===== src/rtl/gamepad_scanner_if.sv =====
// Pad-side pin bundle for the gamepad scanner: six active-low inputs and one
// Select line per port, bit p belonging to port p.
interface gamepad_scanner_if #(
  parameter int NUM_PORTS = 2
);
  logic [NUM_PORTS-1:0] pin1;
  logic [NUM_PORTS-1:0] pin2;
  logic [NUM_PORTS-1:0] pin3;
  logic [NUM_PORTS-1:0] pin4;
  logic [NUM_PORTS-1:0] pin6;
  logic [NUM_PORTS-1:0] pin9;
  logic [NUM_PORTS-1:0] select;

  modport master (
    input  pin1, pin2, pin3, pin4, pin6, pin9,
    output select
  );

  modport slave (
    output pin1, pin2, pin3, pin4, pin6, pin9,
    input  select
  );
endinterface


===== src/rtl/gamepad_scanner.sv =====
// Frame-synchronous Genesis pad scanner: walks every port through the Select
// handshake once per vertical sync, then debounces and publishes the results.
module gamepad_scanner #(
  parameter int NUM_PORTS       = 2,
  parameter int SETTLE_CYCLES   = 500,
  parameter int DEBOUNCE_FRAMES = 2,
  parameter int SIX_BUTTON      = 1
) (
  input  logic                    clock_50,
  input  logic                    reset_key,
  input  logic                    vga_vs,
  gamepad_scanner_if.master       pad,
  input  logic                    clr_overrun,
  output logic [12*NUM_PORTS-1:0] buttons,
  output logic [12*NUM_PORTS-1:0] pressed,
  output logic [NUM_PORTS-1:0]    present,
  output logic [NUM_PORTS-1:0]    six_btn,
  output logic                    frame_done,
  output logic                    busy,
  output logic                    overrun
);

  localparam int PHASES = (SIX_BUTTON != 0) ? 8 : 2;
  localparam int CYC_W  = $clog2(SETTLE_CYCLES);
  localparam int CNT_W  = $clog2(DEBOUNCE_FRAMES + 1);
  localparam int NB     = 12 * NUM_PORTS;

  typedef enum logic [1:0] {IDLE, SCAN, UPDATE} state_t;

  state_t               state, state_next;
  logic                 vs_meta, vs_sync, vs_prev, trig;
  logic [CYC_W-1:0]     cyc;
  logic [2:0]           phase;
  logic                 phase_end, last_phase;
  logic [NUM_PORTS-1:0] sel;
  logic [NB-1:0]        raw, eff, deb_next;
  logic [NUM_PORTS-1:0] raw_present, raw_six;
  logic [CNT_W-1:0]     cnt_q    [NB];
  logic [CNT_W-1:0]     cnt_next [NB];

  // Synchroniser resets low so a high vga_vs at reset release is not a fall.
  // NOTE: sequential state uses non-blocking (<=) so every flop samples pre-edge values.
  always_ff @(posedge clock_50 or negedge reset_key) begin
    if (!reset_key) begin
      vs_meta <= 1'b0;
      vs_sync <= 1'b0;
      vs_prev <= 1'b0;
    end else begin
      vs_meta <= vga_vs;
      vs_sync <= vs_meta;
      vs_prev <= vs_sync;
    end
  end

  assign trig       = vs_prev & ~vs_sync;
  assign phase_end  = (state == SCAN) && (cyc == CYC_W'(SETTLE_CYCLES - 1));
  assign last_phase = (phase == 3'(PHASES - 1));

  always_ff @(posedge clock_50 or negedge reset_key) begin
    if (!reset_key) state <= IDLE;
    else            state <= state_next;
  end

  // NOTE: every combinational output gets a default first, so no path infers a latch.
  always_comb begin
    state_next = state;
    case (state)
      IDLE:    if (trig) state_next = SCAN;
      SCAN:    if (phase_end && last_phase) state_next = UPDATE;
      UPDATE:  state_next = IDLE;
      default: state_next = IDLE;
    endcase
  end

  always_comb begin
    sel  = '1;
    busy = 1'b0;
    case (state)
      SCAN: begin
        sel  = {NUM_PORTS{~phase[0]}};
        busy = 1'b1;
      end
      UPDATE:  busy = 1'b1;
      default: ;
    endcase
  end

  assign pad.select = sel;

  always_ff @(posedge clock_50 or negedge reset_key) begin
    if (!reset_key) begin
      cyc   <= '0;
      phase <= '0;
    end else if (state != SCAN) begin
      cyc   <= '0;
      phase <= '0;
    end else if (phase_end) begin
      cyc   <= '0;
      phase <= phase + 3'd1;
    end else begin
      cyc <= cyc + CYC_W'(1);
    end
  end

  // Pins are captured only in the final settle cycle of each phase.
  always_ff @(posedge clock_50 or negedge reset_key) begin
    if (!reset_key) begin
      raw         <= '0;
      raw_present <= '0;
      raw_six     <= '0;
    end else if (phase_end) begin
      for (int p = 0; p < NUM_PORTS; p++) begin
        case (phase)
          3'd0: begin
            raw[12*p+0] <= ~pad.pin1[p];
            raw[12*p+1] <= ~pad.pin2[p];
            raw[12*p+2] <= ~pad.pin3[p];
            raw[12*p+3] <= ~pad.pin4[p];
            raw[12*p+5] <= ~pad.pin6[p];
            raw[12*p+6] <= ~pad.pin9[p];
          end
          3'd1: begin
            raw[12*p+4]    <= ~pad.pin6[p];
            raw[12*p+7]    <= ~pad.pin9[p];
            raw_present[p] <= ~pad.pin3[p] & ~pad.pin4[p];
          end
          3'd5: raw_six[p] <= ~(pad.pin1[p] | pad.pin2[p] | pad.pin3[p] | pad.pin4[p]);
          3'd6: begin
            raw[12*p+10] <= ~pad.pin1[p];
            raw[12*p+9]  <= ~pad.pin2[p];
            raw[12*p+8]  <= ~pad.pin3[p];
            raw[12*p+11] <= ~pad.pin4[p];
          end
          default: ;
        endcase
      end
    end
  end

  // Absent pads clear at once; extended buttons count only on a detected 6-button pad.
  always_comb begin
    eff      = '0;
    deb_next = buttons;
    for (int i = 0; i < NB; i++) cnt_next[i] = '0;
    for (int p = 0; p < NUM_PORTS; p++) begin
      for (int b = 0; b < 12; b++) begin
        eff[12*p+b] = raw_present[p] && raw[12*p+b] &&
                      ((b < 8) || ((SIX_BUTTON != 0) && raw_six[p]));
        if (!raw_present[p]) begin
          deb_next[12*p+b] = 1'b0;
        end else if (eff[12*p+b] != buttons[12*p+b]) begin
          if (cnt_q[12*p+b] == CNT_W'(DEBOUNCE_FRAMES - 1)) deb_next[12*p+b] = eff[12*p+b];
          else cnt_next[12*p+b] = cnt_q[12*p+b] + CNT_W'(1);
        end
      end
    end
  end

  // NOTE: the debounce counter array is reset too, so the first frames filter from a known count.
  always_ff @(posedge clock_50 or negedge reset_key) begin
    if (!reset_key) begin
      buttons    <= '0;
      pressed    <= '0;
      present    <= '0;
      six_btn    <= '0;
      frame_done <= 1'b0;
      for (int i = 0; i < NB; i++) cnt_q[i] <= '0;
    end else begin
      frame_done <= (state == UPDATE);
      pressed    <= '0;
      if (state == UPDATE) begin
        buttons <= deb_next;
        pressed <= deb_next & ~buttons;
        present <= raw_present;
        six_btn <= raw_six & {NUM_PORTS{SIX_BUTTON != 0}};
        for (int i = 0; i < NB; i++) cnt_q[i] <= cnt_next[i];
      end
    end
  end

  // A trigger landing while busy is dropped; it beats a simultaneous clear.
  always_ff @(posedge clock_50 or negedge reset_key) begin
    if (!reset_key)          overrun <= 1'b0;
    else if (trig && busy)   overrun <= 1'b1;
    else if (clr_overrun)    overrun <= 1'b0;
  end

endmodule


===== src/flat_wrapper.sv =====
// flat-port wrapper written by rule: the top's interface ports become plain ports
module gamepad_scanner_flat 
#(
  parameter int NUM_PORTS       = 2,
  parameter int SETTLE_CYCLES   = 500,
  parameter int DEBOUNCE_FRAMES = 2,
  parameter int SIX_BUTTON      = 1
)
  (clock_50, reset_key, vga_vs, clr_overrun, buttons, pressed, present, six_btn, frame_done, busy, overrun, pad_pin1, pad_pin2, pad_pin3, pad_pin4, pad_pin6, pad_pin9, pad_select);
  gamepad_scanner_if #(.NUM_PORTS(NUM_PORTS)) pad_i ();
  input  logic clock_50;
  input  logic reset_key;
  input  logic vga_vs;
  input  logic clr_overrun;
  output logic [12*NUM_PORTS-1:0] buttons;
  output logic [12*NUM_PORTS-1:0] pressed;
  output logic [NUM_PORTS-1:0] present;
  output logic [NUM_PORTS-1:0] six_btn;
  output logic frame_done;
  output logic busy;
  output logic overrun;
  input wire logic [$bits(pad_i.pin1)-1:0] pad_pin1;
  input wire logic [$bits(pad_i.pin2)-1:0] pad_pin2;
  input wire logic [$bits(pad_i.pin3)-1:0] pad_pin3;
  input wire logic [$bits(pad_i.pin4)-1:0] pad_pin4;
  input wire logic [$bits(pad_i.pin6)-1:0] pad_pin6;
  input wire logic [$bits(pad_i.pin9)-1:0] pad_pin9;
  output wire logic [$bits(pad_i.select)-1:0] pad_select;
  assign pad_i.pin1 = pad_pin1;
  assign pad_i.pin2 = pad_pin2;
  assign pad_i.pin3 = pad_pin3;
  assign pad_i.pin4 = pad_pin4;
  assign pad_i.pin6 = pad_pin6;
  assign pad_i.pin9 = pad_pin9;
  assign pad_select = pad_i.select;
  gamepad_scanner #(.NUM_PORTS(NUM_PORTS), .SETTLE_CYCLES(SETTLE_CYCLES), .DEBOUNCE_FRAMES(DEBOUNCE_FRAMES), .SIX_BUTTON(SIX_BUTTON)) u_core (.clock_50(clock_50), .reset_key(reset_key), .vga_vs(vga_vs), .pad(pad_i), .clr_overrun(clr_overrun), .buttons(buttons), .pressed(pressed), .present(present), .six_btn(six_btn), .frame_done(frame_done), .busy(busy), .overrun(overrun));
endmodule

===== config.mk =====
export PLATFORM = sky130hd
export DESIGN_NAME = gamepad_scanner_flat
export DESIGN_NICKNAME = d
export VERILOG_FILES = /design/src/rtl/gamepad_scanner_if.sv /design/src/rtl/gamepad_scanner.sv /design/src/flat_wrapper.sv
export SDC_FILE = /design/constraint.sdc
export NUM_CORES = 1
export LEC_CHECK = 0
export CAP_MARGIN = 20
export CORE_AREA = 2 2 152 154
export CTS_BUF_LIST = sky130_fd_sc_hd__clkbuf_8
export DETAILED_ROUTE_END_ITERATION = 16
export DIE_AREA = 0 0 154 156
export PLACE_DENSITY = 0.48
export SYNTH_ARGS = -nofsm -noshare
export SYNTH_HDL_FRONTEND = slang
export SYNTH_SLANG_ARGS = --single-unit

===== constraint.sdc =====
create_clock -name clock_50 -period 2.3 [get_ports clock_50]
set_input_delay 0.69 -clock clock_50 [delete_from_list [all_inputs] [get_ports clock_50]]
set_output_delay 0.69 -clock clock_50 [all_outputs]
set_load 0.02 [all_outputs]

Word-level counts from Yosys, hierarchy flattened
Cells that the tools add are included.
{ "op_classes": {"n_addsub": 26, "mul": 0, "div": 0, "magnitude_cmp": 0, "n_eq_ne": 58, "n_shift": 0, "n_mux": 156, "bitwise_logic": 27, "reduce_logical": 45} }
{ "ops": {"columns": ["cell", "n"], "rows": [
  ["2-to-1 mux 2 bit", 75],
  ["2-to-1 mux 1 bit", 75],
  ["== test 2 x 1 -> 1 bit, second input constant", 25],
  ["adder 2 x 1 -> 2 bit, second input constant", 24],
  ["logical AND 1 bit", 35],
  ["AND 24 bit", 1],
  ["2-to-1 mux 24 bit", 1],
  ["inequality test 1 bit", 24],
  ["inverter 24 bit", 1],
  ["2-to-1 mux 9 bit", 2],
  ["inverter 1 bit", 16],
  ["AND reduction 2 bit", 5],
  ["adder 9 x 1 -> 9 bit, second input constant", 1],
  ["== test 3 bit, second input constant", 3],
  ["== test 9 bit, second input constant", 1],
  ["2-to-1 mux 3 bit", 2],
  ["OR 1 bit", 6],
  ["inequality test 2 x 1 -> 1 bit, second input constant", 2],
  ["one-hot mux 2 bit (2 select lines)", 1],
  ["nonzero test 2 bit", 2],
  ["adder 3 x 1 -> 3 bit, second input constant", 1],
  ["AND 1 bit", 3],
  ["== test 3 x 1 -> 1 bit, second input constant", 1],
  ["zero test 3 bit", 1],
  ["other kinds (4)", 4]
]} }
{ "word_totals": {"ff_bits": 147, "latchBits": 0, "ram_bits": 0, "romBits": 0, "inputBits": 16, "out_inout_bits": 57, "wordCells": 353, "memories": 0} }

Longest topological paths before layout
Gate-level depths: netlist of the first run.
{ "logic_depth": {"depth_word": 7, "ltp_mapped": 7, "depth_no_buf": 5} }

Worst setup path after synthesis of the first run
OpenSTA, ideal clock, no wires.
{ "synth_timing": {"path_type": "flip-flop to output port", "startpoint": "register u_core.state[1]", "endpoint": "output pad_select[1]", "arrival_ns": 1.241, "t_required_ns": 1.610, "slack_ns": 0.369, "stages_incl_launch_ff": 6, "n_path_buf": 2, "cell_sequence": "dfrtp_1 > inv_1 > ha_1 > clkbuf_1 > nand2_1 > buf_4"} }
{ "synth_between": {"elab_chain_len": 2} }
{ "synth_rtl": {"columns": ["element", "line_no", "text"], "rows": [
  ["start, declared", "gamepad_scanner.sv:30", "state_t state, state_next;"],
  ["start signal, assigned", "gamepad_scanner.sv:61", "else state <= state_next;"],
  ["== test 2 x 1 -> 1 bit", "gamepad_scanner.sv:78", "case (state)"],
  ["2-to-1 mux 2 bit", "gamepad_scanner.sv:78", null],
  ["end, declared", "flat_wrapper.sv:28", "output wire logic [$bits(pad_i.select)-1:0] pad_select;"]
]} }
Every way passes these cells.

Worst setup path after layout of the first run
{ "layout_timing": {"startpoint": "register u_core.buttons[19]", "endpoint": "output buttons[19]"} }
{ "layout_rtl": {"columns": ["element", "line_no", "text"], "rows": [
  ["start, declared", "gamepad_scanner.sv:14", "output logic [12*NUM_PORTS-1:0] buttons,"],
  ["start signal, assigned", "gamepad_scanner.sv:172", "buttons <= deb_next;"],
  ["end, declared", "flat_wrapper.sv:15", "output logic [12*NUM_PORTS-1:0] buttons;"]
]} }
No word-level cell between the ends.

==> flow_summary.yaml, run 1 <==
timing:
  worst_slack_ns: 0.0812
  fin_skew_ns: 0.0119
  maxSlewViolCount: 0
  finalSetupViolCount: 0
  finalCritPeriodShare_pct: 96.5
  worstMarginPinSlew_ns: 0.646
  slew_headroom_pct: 56.5
  fmax_ghz: 0.451
  hold_viol_final: 0
  rsz0062_at_grt: "true"
  min_period_ns: 2.22
finish:
  final_util_pct: 36.2
  drive_gt1_share_pct: 9.28
  n_antenna_cell: 0
  finalNonFillerCells: 964
  nets: 691
  syn_to_final_growth_pct: 22.7
  final_design_area_no_fill_mm2: 0.00810
  final_cell_mix: "dfrtp_1 (147), inv_1 (63), clkdlybuf4s50_1 (52)"
  nFillCells: 2188
  layout_commonest_cell: "dfrtp_1"
critical_path:
  cp_top_family: "buffers and inverters"
  crit_type: "flip-flop to primary output"
  critPathBufInv: 1
  cp_slowest_cell: "clkdlybuf4s50_1"
  critPathLaunchType: "flip-flop"
  worstReg2RegStart: "u_core.cyc[0]"
  cp-end-kind: "primary output"
  worstPathRequired_ns: 1.61
  cpPeakStageDelay_ns: 0.64
  crit_arrival_ns: 1.53
  worstPathCellList: "clkdlybuf4s50_1"
  reg2reg_depth: 4
  rr_endpoint: "u_core.raw_six[0]"
  reg2reg_slack_ns: 0.38
  worstPathMaxFanout: 5
power:
  ir_drop_uv: 311
  total_power_mw: 4.77
  p_leak_nw: 3.72
  power.density_mw_per_mm2: 588
clock_network:
  htree_levels: 4
  clk_pin_slew_ns: 0.09
  cts.sinks: 147
  cts_buffers: 17
  clk_latency_ns: 0.45
  clockBufferDepth: 2
  cts_setup_buffers: 0
  cts_tree: "yes"
  clockRootBuffer: "clkbuf_8"
drt:
  remaining_drc_errors: 0
  wl_met1_um: 7380
  vias: 4662
  final_antenna_net_count: 0
  viasPerCell: 4.84
  met3WireLength_um: 596
  wl_um: 15500
  drtIter0Drc: 233
  wl_met2_um: 7300
  wire_per_inst_um: 16.1
  drtPass1Iterations: 4
  top_layer: "met4"
synth:
  synth_top_cell_by_area: "dfrtp_1"
  yosysSeqAreaShare_pct: 55.7
  synth_top_area_share_pct: 55.7
  synthArstFlopShare_pct: 100
  synth_nets: 608
  synth-edff-count: 0
  ys_top_cells_by_area: "dfrtp_1 (56%), mux2i_1 (4.7%), a21boi_0 (3.5%)"
  yosysUniqueCellTypes: 49
  synth-seq-cells: 147
  synth_area_mm2: 0.00660
  synthCells: 583
  syn_avg_cell_area_um2: 11.3
  synth_ff_type: "dfrtp_1"
  synth_warnings: 0
placed_design:
  place_congestion: 0.757
  port_buffers: 72
  post_dp_cell_area_mm2: 0.00772
  placed_cells_incl_taps: 932
  hpwl_um: 10500
  pre_cts_slack_ns: 0.284
floorplan:
  start_util_pct: 29.5
  die_w_um: 154
  ioPinCount: 73
  core_mm2: 0.0224
  die_h_um: 156
  die-area_mm2: 0.0240
  rows: 55
grt:
  grt_overflow: 0
  grt_pass1_vias: 4781
  antenna_found_initial: 0
  grt_start_max_net_pins: 47
  grt_pass1_wl_um: 25500
  grt_usage_pct: 13.6
job:
  cap_viol_max_count: 0
run_status:
  status: "finished clean"
min_path:
  hp-class: "primary input to async pin"
==> synthesized netlist by cell type (2+ instances only) <==
library cell / count
mux2_4: 2
clkinv_1: 2
and3b_1: 7
mux2_2: 3
xor2_1: 17
nor3_4: 2
a2bb2oi_1: 13
clkbuf_1: 18
a22o_1: 7
o2bb2ai_1: 23
a21boi_0: 31
o22ai_1: 17
and4b_1: 2
mux2i_1: 31
nand3_1: 25
o21ai_0: 11
buf_2: 2
a31oi_1: 2
a21oi_1: 11
nand3b_1: 18
nand2_1: 24
nor2_1: 9
and3_1: 2
nand4b_1: 4
nor3_1: 22
nor4_1: 5
buf_1: 2
nand2b_1: 24
buf_6: 2
or3_1: 3
inv_1: 62
dfrtp_1: 147
o211ai_1: 8
ha_1: 9
xnor2_1: 2
==> layer usage <==
layer | global-route usage [%] | up-vias
li1 | - | 2229
met1 | 17.8 | 2330
met2 | 22.1 | 89
met3 | 4.03 | 14
met4 | 3.78 | 0
met5 | 0 | -
==> how the worst max path moves through the flow <==
stage,depth (start not counted),to,slack [ns],start
after floorplan,5,pad_select[1],0.37,u_core.state[1]
after global routing,4,pad_select[1],-0.005,u_core.state[1]
after CTS,1,buttons[13],0.01,u_core.buttons[13]
after detailed placement,3,busy,0.28,u_core.state[0]
after global placement,3,busy,0.30,u_core.state[0]
final,1,buttons[19],0.08,u_core.buttons[19]
==> cell type report <==
cell class	count	area, um^2	share of cell area [%]
Sequential cell	147	3680	45.4
Tap cell	285	357	4.40
Timing Repair Buffer	89	905	11.2
Clock inverter	13	86.3	1.07
Inverter	64	240	2.97
Clock buffer	19	262	3.23
Multi-Input combinational cell	347	2570	31.8
==> per-stage QoR <==
stage	hold WS [ns]	TNS, ns
floorplan	0.331	0
global placement	0.339	0
detailed placement	0.340	0
CTS	0.151	0
global route	0.156	-0.00929
finish	0.144	0
==> sequential cells by signal, summed over array words and instances (netlist names), 2 cells and up <==
| register | count |
|---|---|
| u_core.pressed | 24 |
| u_core.raw_six | 2 |
| u_core.present | 2 |
| u_core.six_btn | 2 |
| u_core.cyc | 9 |
| u_core.raw | 24 |
| u_core.phase | 3 |
| u_core.buttons | 24 |
| u_core.state | 2 |
| u_core.raw_present | 2 |
| u_core.cnt_q | 48 |
==> cell families (layout without fill, tap and decap cells) <==
| logic type | Yosys count | in the layout | share of synthesized area (%) |
|---|---|---|---|
| simple gates | 155 | 155 | 14.6 |
| mux | 36 | 36 | 5.67 |
| buf+inv | 89 | 185 | 5.38 |
| xor+xnor | 19 | 19 | 2.52 |
| fa+ha+maj | 9 | 9 | 1.71 |
| compound gates | 128 | 128 | 14.4 |
| flops | 147 | 147 | 55.7 |
==> report_power, final <==
| group | switching, mW | internal, mW | leakage (nW) |
|---|---|---|---|
| Combinational | 0.200 | 0.115 | 1.63 |
| Clock | 1.01 | 0.795 | 0.179 |
| Sequential | 0.0271 | 2.62 | 1.92 |
==> repair_timing <==
item / in CTS / in global routing
gates resized for setup: 5 / 15
endpoints found under the hold margin: 0 / 0
hold buffers: 0 / 0
setup endpoints to repair: 5 / 17
gates cloned: 0 / 0
Power figures use the tool's default switching activity.
==> run 2, diff against run 1 <==
--- a/config.mk
+++ b/config.mk
@@ -6,11 +6,11 @@
 export NUM_CORES = 1
 export LEC_CHECK = 0
 export CAP_MARGIN = 20
-export CORE_AREA = 2 2 152 154
+export CORE_AREA = 2 2 110 112
 export CTS_BUF_LIST = sky130_fd_sc_hd__clkbuf_8
 export DETAILED_ROUTE_END_ITERATION = 16
-export DIE_AREA = 0 0 154 156
-export PLACE_DENSITY = 0.48
+export DIE_AREA = 0 0 112 114
+export PLACE_DENSITY = 0.82
 export SYNTH_ARGS = -nofsm -noshare
 export SYNTH_HDL_FRONTEND = slang
 export SYNTH_SLANG_ARGS = --single-unit
==> flow_summary.yaml, run 2 (synthesis results as in run 1) <==
finish:
  nets: 689
  syn_to_final_growth_pct: 19.7
  final_design_area_no_fill_mm2: 0.00790
  final_util_pct: 67.5
  largest_reg_flops: 48
  n_antenna_cell: 0
  final_cell_mix: "dfrtp_1 (147), clkdlybuf4s50_1 (63), inv_1 (62)"
  finalNonFillerCells: 824
  layout_commonest_cell: "dfrtp_1"
  top_register: "u_core.cnt_q"
  drive_gt1_share_pct: 9.16
clock_network:
  clk_latency_ns: 0.46
  cts_setup_buffers: 0
  cts_buffers: 17
  htree_levels: 4
  clockBufferDepth: 2
  clockRootBuffer: "clkbuf_8"
  hold_buffers: 0
  clk_pin_slew_ns: 0.08
  cts_tree: "yes"
  cts.sinks: 147
placed_design:
  hpwl_um: 9690
  pre_cts_slack_ns: 0.280
  port_buffers: 72
  placed_cells_incl_taps: 792
  place_congestion: 0.782
  post_dp_cell_area_mm2: 0.00752
critical_path:
  cp_slowest_cell: "clkdlybuf4s50_1"
  cpPeakStageDelay_ns: 0.65
  critPathBufInv: 1
  worstPathMaxFanout: 5
  cp-end-kind: "primary output"
  crit_type: "flip-flop to primary output"
  cp_top_family: "buffers and inverters"
  worst-path-stages: 1
  worstPathCellList: "clkdlybuf4s50_1"
  crit_arrival_ns: 1.55
  critPathLaunchType: "flip-flop"
  worstPathRequired_ns: 1.61
  reg2reg_depth: 4
drt:
  remaining_drc_errors: 0
  drtPass1Iterations: 5
  viasPerCell: 5.79
  vias: 4773
  wire_per_inst_um: 17.1
  drtIter0Drc: 325
  final_antenna_net_count: 0
  wl_um: 14100
grt:
  antenna_found_initial: 0
  grt_pass1_vias: 4790
  grt_pass1_wl_um: 23200
  grt_usage_pct: 22.9
  grt_overflow: 0
  grt_start_max_net_pins: 58
power:
  power.density_mw_per_mm2: 614
  ir_drop_uv: 426
  p_leak_nw: 3.53
floorplan:
  core_mm2: 0.0117
  die_w_um: 112
  die-area_mm2: 0.0128
  start_util_pct: 56.4
  die_h_um: 114
  rows: 40
  ioPinCount: 73
timing:
  setup-tns-final_ns: 0
  slew_headroom_pct: 55.8
  worstMarginPinSlew_ns: 0.662
  rsz0062_at_grt: "false"
  fmax_ghz: 0.446
  maxSlewViolCount: 0
  hold_viol_final: 0
  worst_slack_ns: 0.0565
  fin_skew_ns: 0.0104
  finalCritPeriodShare_pct: 97.5
  finalSetupViolCount: 0
  min_period_ns: 2.24
run_status:
  status: "finished clean"
job:
  cap_viol_max_count: 0
min_path:
  hp-class: "primary input to async pin"
run 2: per-stage QoR:
stage / total power [mW] / hold WS (ns)
after floorplan: 2.85 / 0.331
after global placement: 3.00 / 0.336
after detailed placement: 3.01 / 0.353
after CTS: 4.88 / 0.171
after global routing: 5.03 / 0.177
final: 4.85 / 0.160
run 2: routing by layer:
metal / track usage (%) / vias to the layer above / share of wire (%) / routed length, um
met5: 0 / - / 0 / 0
met1: 29.7 / 2406 / 43 / 6110
met4: 8.94 / 0 / 1.5 / 216
met2: 37.7 / 111 / 51 / 7130
li1: - / 2234 / - / -
met3: 5.63 / 22 / 4.5 / 628
run 2: final cells by class:
cell class / count / area, um^2
repair buffers: 87 / 858
inverters: 64 / 240
multi-input cells: 347 / 2570
clock inverters: 15 / 136
flip-flops and latches: 147 / 3680
well taps: 147 / 184
clock buffers: 17 / 234
fillers: 875 / 3810
run 2: repair_timing:
item,in CTS,in global routing
resized for setup,3,7
pin swaps,0,0
endpoints found under the setup margin,3,7
run 2: final timing paths:
check | from | to | slack, ns
worst max-delay path | u_core.buttons[13] | buttons[13] | 0.06
min in group clock_50 | u_core.vs_meta | u_core.vs_sync | 0.37
max in group asynchronous | reset_key | u_core.cnt_q[33] | 1.47
worst max register to register | u_core.state[0] | u_core.pressed[0] | 0.30
worst min register to register | u_core.vs_meta | u_core.vs_sync | 0.37
worst min-delay path | reset_key | u_core.buttons[17] | 0.16
run 2: report_power, final:
group          total, mW  internal, mW  switching [mW]
Clock               1.90         0.859            1.04
Sequential          2.65          2.62          0.0300
Combinational      0.308         0.114           0.194
